`src/rtl/ahb_gpio_input_conditioner.sv`:
```
// AHB-Lite slave that synchronises switches, debounces buttons and latches press flags/counts.
// Optional interrupt mask and IRQ output are built when GPIO_IN_IRQ_EN is defined.
`default_nettype none

module ahb_gpio_input_conditioner #(
  parameter int N_SW            = 16,
  parameter int N_BTN           = 2,
  parameter int DEBOUNCE_CYCLES = 16
) (
  input  logic              HCLK,
  input  logic              HRESETn,
  input  logic [N_SW-1:0]   Switches,
  input  logic [N_BTN-1:0]  Buttons,
  input  logic              HSEL,
  input  logic [31:0]       HADDR,
  input  logic [1:0]        HTRANS,
  input  logic              HWRITE,
  input  logic [2:0]        HSIZE,
  input  logic [31:0]       HWDATA,
  input  logic              HREADY,
  output logic [31:0]       HRDATA,
  output logic              HREADYOUT,
  output logic              HRESP
`ifdef GPIO_IN_IRQ_EN
  ,
  output logic              IRQ
`endif
);

  localparam int            CW      = $clog2(DEBOUNCE_CYCLES);
  localparam logic [CW-1:0] CNT_MAX = CW'(DEBOUNCE_CYCLES - 1);

  localparam logic [2:0] A_SWITCH  = 3'd0;
  localparam logic [2:0] A_BUTTON  = 3'd1;
  localparam logic [2:0] A_FLAGS   = 3'd2;
  localparam logic [2:0] A_COUNT   = 3'd3;
  localparam logic [2:0] A_IRQMASK = 3'd4;

  logic [N_SW-1:0]  sw_meta_q, sw_sync_q;
  logic [N_BTN-1:0] btn_meta_q, btn_sync_q;
  logic [N_BTN-1:0] btn_stable_q, btn_stable_d;
  logic [CW-1:0]    db_cnt_q [N_BTN];
  logic [CW-1:0]    db_cnt_d [N_BTN];
  logic [N_BTN-1:0] press_evt;
  logic [N_BTN-1:0] flags_q, flags_d;
  logic [7:0]       cnt_q [N_BTN];
  logic [7:0]       cnt_d [N_BTN];

  logic       valid_q, write_q;
  logic [2:0] addr_q;
  logic       accept;
  logic       wr_en, wr_flags, wr_count;

`ifdef GPIO_IN_IRQ_EN
  logic [N_BTN-1:0] mask_q, mask_d;
  logic             irq_q;
  logic             wr_mask;
`endif

  logic unused_inputs;
  assign unused_inputs = ^{HADDR[31:5], HADDR[1:0], HSIZE, HWDATA[31:N_BTN]};

  assign HREADYOUT = 1'b1;
  assign HRESP     = 1'b0;

  assign accept   = HSEL & HREADY & HTRANS[1];
  assign wr_en    = valid_q & write_q;
  assign wr_flags = wr_en & (addr_q == A_FLAGS);
  assign wr_count = wr_en & (addr_q == A_COUNT);

  // A press event is the cycle in which an accepted level change goes 0->1.
  always_comb begin
    btn_stable_d = btn_stable_q;
    press_evt    = '0;
    for (int i = 0; i < N_BTN; i++) begin
      db_cnt_d[i] = '0;
      if (btn_sync_q[i] != btn_stable_q[i]) begin
        if (db_cnt_q[i] == CNT_MAX) begin
          btn_stable_d[i] = btn_sync_q[i];
          press_evt[i]    = btn_sync_q[i];
        end else begin
          db_cnt_d[i] = db_cnt_q[i] + CW'(1);
        end
      end
    end
  end

  // Press events win over a simultaneous software clear.
  always_comb begin
    flags_d = (flags_q & ~(wr_flags ? HWDATA[N_BTN-1:0] : {N_BTN{1'b0}})) | press_evt;
    for (int i = 0; i < N_BTN; i++) begin
      if (wr_count) begin
        cnt_d[i] = {7'd0, press_evt[i]};
      end else begin
        cnt_d[i] = cnt_q[i] + {7'd0, press_evt[i]};
      end
    end
  end

`ifdef GPIO_IN_IRQ_EN
  assign wr_mask = wr_en & (addr_q == A_IRQMASK);
  assign mask_d  = wr_mask ? HWDATA[N_BTN-1:0] : mask_q;
  assign IRQ     = irq_q;
`endif

  always_ff @(posedge HCLK or negedge HRESETn) begin
    if (!HRESETn) begin
      sw_meta_q    <= '0;
      sw_sync_q    <= '0;
      btn_meta_q   <= '0;
      btn_sync_q   <= '0;
      btn_stable_q <= '0;
      flags_q      <= '0;
      for (int i = 0; i < N_BTN; i++) begin
        db_cnt_q[i] <= '0;
        cnt_q[i]    <= '0;
      end
      valid_q      <= 1'b0;
      write_q      <= 1'b0;
      addr_q       <= '0;
`ifdef GPIO_IN_IRQ_EN
      mask_q       <= '0;
      irq_q        <= 1'b0;
`endif
    end else begin
      sw_meta_q    <= Switches;
      sw_sync_q    <= sw_meta_q;
      btn_meta_q   <= Buttons;
      btn_sync_q   <= btn_meta_q;
      btn_stable_q <= btn_stable_d;
      flags_q      <= flags_d;
      for (int i = 0; i < N_BTN; i++) begin
        db_cnt_q[i] <= db_cnt_d[i];
        cnt_q[i]    <= cnt_d[i];
      end
      if (HREADY) begin
        valid_q <= accept;
        if (accept) begin
          addr_q  <= HADDR[4:2];
          write_q <= HWRITE;
        end
      end
`ifdef GPIO_IN_IRQ_EN
      mask_q       <= mask_d;
      irq_q        <= |(flags_q & mask_q);
`endif
    end
  end

  always_comb begin
    HRDATA = '0;
    if (valid_q && !write_q) begin
      case (addr_q)
        A_SWITCH: HRDATA[N_SW-1:0]  = sw_sync_q;
        A_BUTTON: HRDATA[N_BTN-1:0] = btn_stable_q;
        A_FLAGS:  HRDATA[N_BTN-1:0] = flags_q;
        A_COUNT: begin
          for (int i = 0; i < N_BTN; i++) begin
            HRDATA[8*i +: 8] = cnt_q[i];
          end
        end
`ifdef GPIO_IN_IRQ_EN
        A_IRQMASK: HRDATA[N_BTN-1:0] = mask_q;
`endif
        default: HRDATA = '0;
      endcase
    end
  end

endmodule

`default_nettype wire

```
`config.mk`:
```
export PLATFORM = sky130hd
export DESIGN_NAME = ahb_gpio_input_conditioner
export DESIGN_NICKNAME = d
export VERILOG_FILES = /design/src/rtl/ahb_gpio_input_conditioner.sv
export SDC_FILE = /design/constraint.sdc
export NUM_CORES = 1
export LEC_CHECK = 0
export CORE_MARGIN = 10
export CORE_UTILIZATION = 45
export DETAILED_ROUTE_END_ITERATION = 8
export PLACE_DENSITY_LB_ADDON = 0.3
export SYNTH_ARGS = -nofsm -noshare
export SYNTH_HDL_FRONTEND = slang
export SYNTH_SLANG_ARGS = --single-unit
```
`constraint.sdc`:
```
create_clock -name HCLK -period 5.95 [get_ports HCLK]
set_clock_uncertainty 0.15 [all_clocks]
set_input_delay 0.595 -clock HCLK [delete_from_list [all_inputs] [get_ports HCLK]]
set_output_delay 0.595 -clock HCLK [all_outputs]
set_load 0.01 [all_outputs]
```
==> flow_summary.yaml <==
setup_path:
  cp.required_ps: 5200
  crit_type: "register to output pin"
  crit_path_max_fanout: 14
  crit_path_start_kind: "register"
  critPathMaxStageDelay_ps: 700
  rr_worst_depth: 8
  crit_top_cell: "nor2_1"
  crit_chain: "nor2_1 -> a22oi_1 -> nor2_1 -> clkdlybuf4s50_1"
  crit_arrival_ps: 2450
  slowest_stage: "nor2_1"
  end_kind: "output pin"
final_layout:
  multi_input_area_um2: 951
  syn_to_final_growth_pct: 21.1
  n_fill_cell: 513
  seq_area_um2: 1730
  diodes: 0
  nNetsFinal: 371
  final_area_um2: 3400
  drive_above_1_share_pct: 11.2
clock_network:
  cts_resized: 0
  cts-root-buf: "clkbuf_8"
  cts-htree-levels: 3
  clk_pin_slew_ps: 70
  cts_buffers: 9
  cts.path.max_buffers: 2
  cts_hold_buffers: 0
  cts_tree: "done"
  post-cts-setup-buffer-count: 0
  clk_latency_ps: 340
  numClockSinks: 69
flow_run:
  drv_cap: 0
placement:
  dp.final_hpwl_mm: 3.87
  place_area_um2: 3230
  io_buffers: 44
  gp_congestion: 0.754
die:
  dieWidth_um: 99.0
  num_rows: 28
  dieArea_um2: 9810
  start_util_pct: 46.9
  ios: 126
  core-area_um2: 5990
  fp.dieH_um: 99.0
sta:
  slew_headroom_pct: 43.1
  period_share_pct: 53.6
  final-setup-viol-count: 0
  worst_pin_slew_ps: 850
  fmax_ghz: 0.313
  rsz0062_at_grt: "no"
  fin_crit_ps: 3190
  hold_violations: 0
  tns_ps: 0
  slew_violations: 0
grt:
  grt-ovfl-total: 0
  grt_pass1_wl_mm: 8.54
  grt_pass1_vias: 1813
  grt.total_usage_pct: 10.9
  antenna_found_initial: 0
  grt_max_degree: 70
synth:
  yosysMostFrequentCell: "dfrtp_1"
  synth.avg_cell_area_um2: 12.4
  ys_top_cells_by_area: "dfrtp_1 61%, buf_4 5.1%, a22oi_1 3.7%"
  ys_types: 35
  ys_warn_count: 0
  ys_seq_elements: 69
  synth_ff_type: "dfrtp_1"
  synth-edff-count: 0
  syn-cell-area_um2: 2810
  synthCells: 226
  yosys.area.top_type: "dfrtp_1"
  ys_seq_area_share_pct: 61.4
  netlist.area_leader.share_pct: 61.4
  synthTopCellsByCount: "69 x dfrtp_1, 24 x nor2_1, 19 x buf_4, 14 x a22oi_1"
  ys_async_sr_fraction_pct: 100
drt:
  first_pass_iters: 4
  drcViolationCount: 0
  wl_per_cell_um: 14.7
  num_vias: 1788
  drt_iter0_markers: 104
  totalWireLength_mm: 5.19
  ant_nets: 0
  viasPerCell: 5.07
hold_path:
  holdPathStages: 0
  hp-class: "register to register"
power:
  p_leak_nw: 1.49
  max-vdd-ir-drop_mv: 0.179
  power_density_nw_per_um2: 269
outcome:
  outcome: "finished clean"
-- metrics by stage --
step | utilization [%] | instances | total power [W] | hold WS, ps | setup slack (ps)
after floorplan | - | 242 | 0.000569 | 149 | 3930
after global placement | 53.9 | 337 | 0.000596 | 183 | 3170
after detailed placement | 53.9 | 337 | 0.000599 | 186 | 3160
after CTS | 56.8 | 353 | 0.000928 | 202 | 2780
after global routing | 56.8 | 353 | 0.000959 | 206 | 2610
final | 56.8 | 353 | 0.000917 | 201 | 2760
-- path summary, 6_finish.rpt --
path	slack [ps]	to	start
min in group asynchronous	280	db_cnt_q[5]$_DFF_PN0_	HRESETn
worst max register to register	3590	cnt_q[4]$_DFF_PN0_	db_cnt_q[0]$_DFF_PN0_
worst max-delay path	2760	HRDATA[5]	addr_q[1]$_DFFE_PN0P_
max in group asynchronous	4830	db_cnt_q[3]$_DFF_PN0_	HRESETn
worst min-delay path	200	sw_sync_q[8]$_DFF_PN0_	sw_meta_q[8]$_DFF_PN0_
worst min register to register	200	sw_sync_q[8]$_DFF_PN0_	sw_meta_q[8]$_DFF_PN0_
-- critical path: cells and delay by family, from the launching register on --
family / cells / cell delay (ps)
AO/OA/AOI/OAI: 1 / 170
buffers and inverters: 1 / 570
flip-flops: 1 / 480
AND/OR/NAND/NOR: 2 / 890
-- cell usage in the layout, fill, tap and decap left out, drive strengths merged, types with 5 or more instances in the layout --
| master | instances |
|---|---|
| conb | 18 |
| xnor2 | 6 |
| xor2 | 5 |
| or3 | 6 |
| clkbuf | 9 |
| nor2b | 5 |
| inv | 5 |
| dfrtp | 69 |
| clkdlybuf4s50 | 43 |
| nor2 | 25 |
| nand3 | 9 |
| ha | 6 |
| mux2 | 8 |
| a21oi | 7 |
| o21ai | 9 |
| a22oi | 14 |
-- kinds of logic after synthesis --
logic type / synth area share (%)
adder cells (fa/ha/maj): 2.67
AO/OA/AOI/OAI: 8.68
buffers and inverters: 6.90
multiplexers: 4.94
AND/OR/NAND/NOR: 11.7
other: 0.267
flip-flops: 61.4
XOR/XNOR: 3.43
-- area by class of cell --
type / instances / area share (%)
timing repair buffer: 45 / 13.0
tap: 75 / 2.76
clock inverter: 7 / 1.51
inverter: 4 / 0.441
multi-input combinational: 144 / 27.9
sequential: 69 / 50.7
clock buffer: 9 / 3.64
-- where the power goes --
| group | leakage [nW] | switching [W] | internal (W) | total [W] |
|---|---|---|---|---|
| Sequential | 0.866 | 0.0000153 | 0.000490 | 0.000505 |
| Clock | 0.0856 | 0.000176 | 0.000152 | 0.000328 |
| Combinational | 0.542 | 0.0000434 | 0.0000403 | 0.0000837 |
| Total | 1.49 | 0.000235 | 0.000682 | 0.000917 |
-- layer usage --
metal / part of all wire [%] / vias up / track usage (%)
met1: 41 / 882 / 12.6
met2: 49 / 57 / 16.7
li1: - / 840 / -
met4: 2.4 / 0 / 6.62
met5: 0 / - / 0
met3: 7.5 / 9 / 4.40
-- flip-flops by register name, summed over array words and instances (netlist names) --
signal,flops
flags_q,2
db_cnt_q,8
btn_stable_q,2
addr_q,3
sw_sync_q,16
write_q,1
btn_sync_q,2
valid_q,1
cnt_q,16
sw_meta_q,16
btn_meta_q,2
Power figures use the tool's default switching activity.
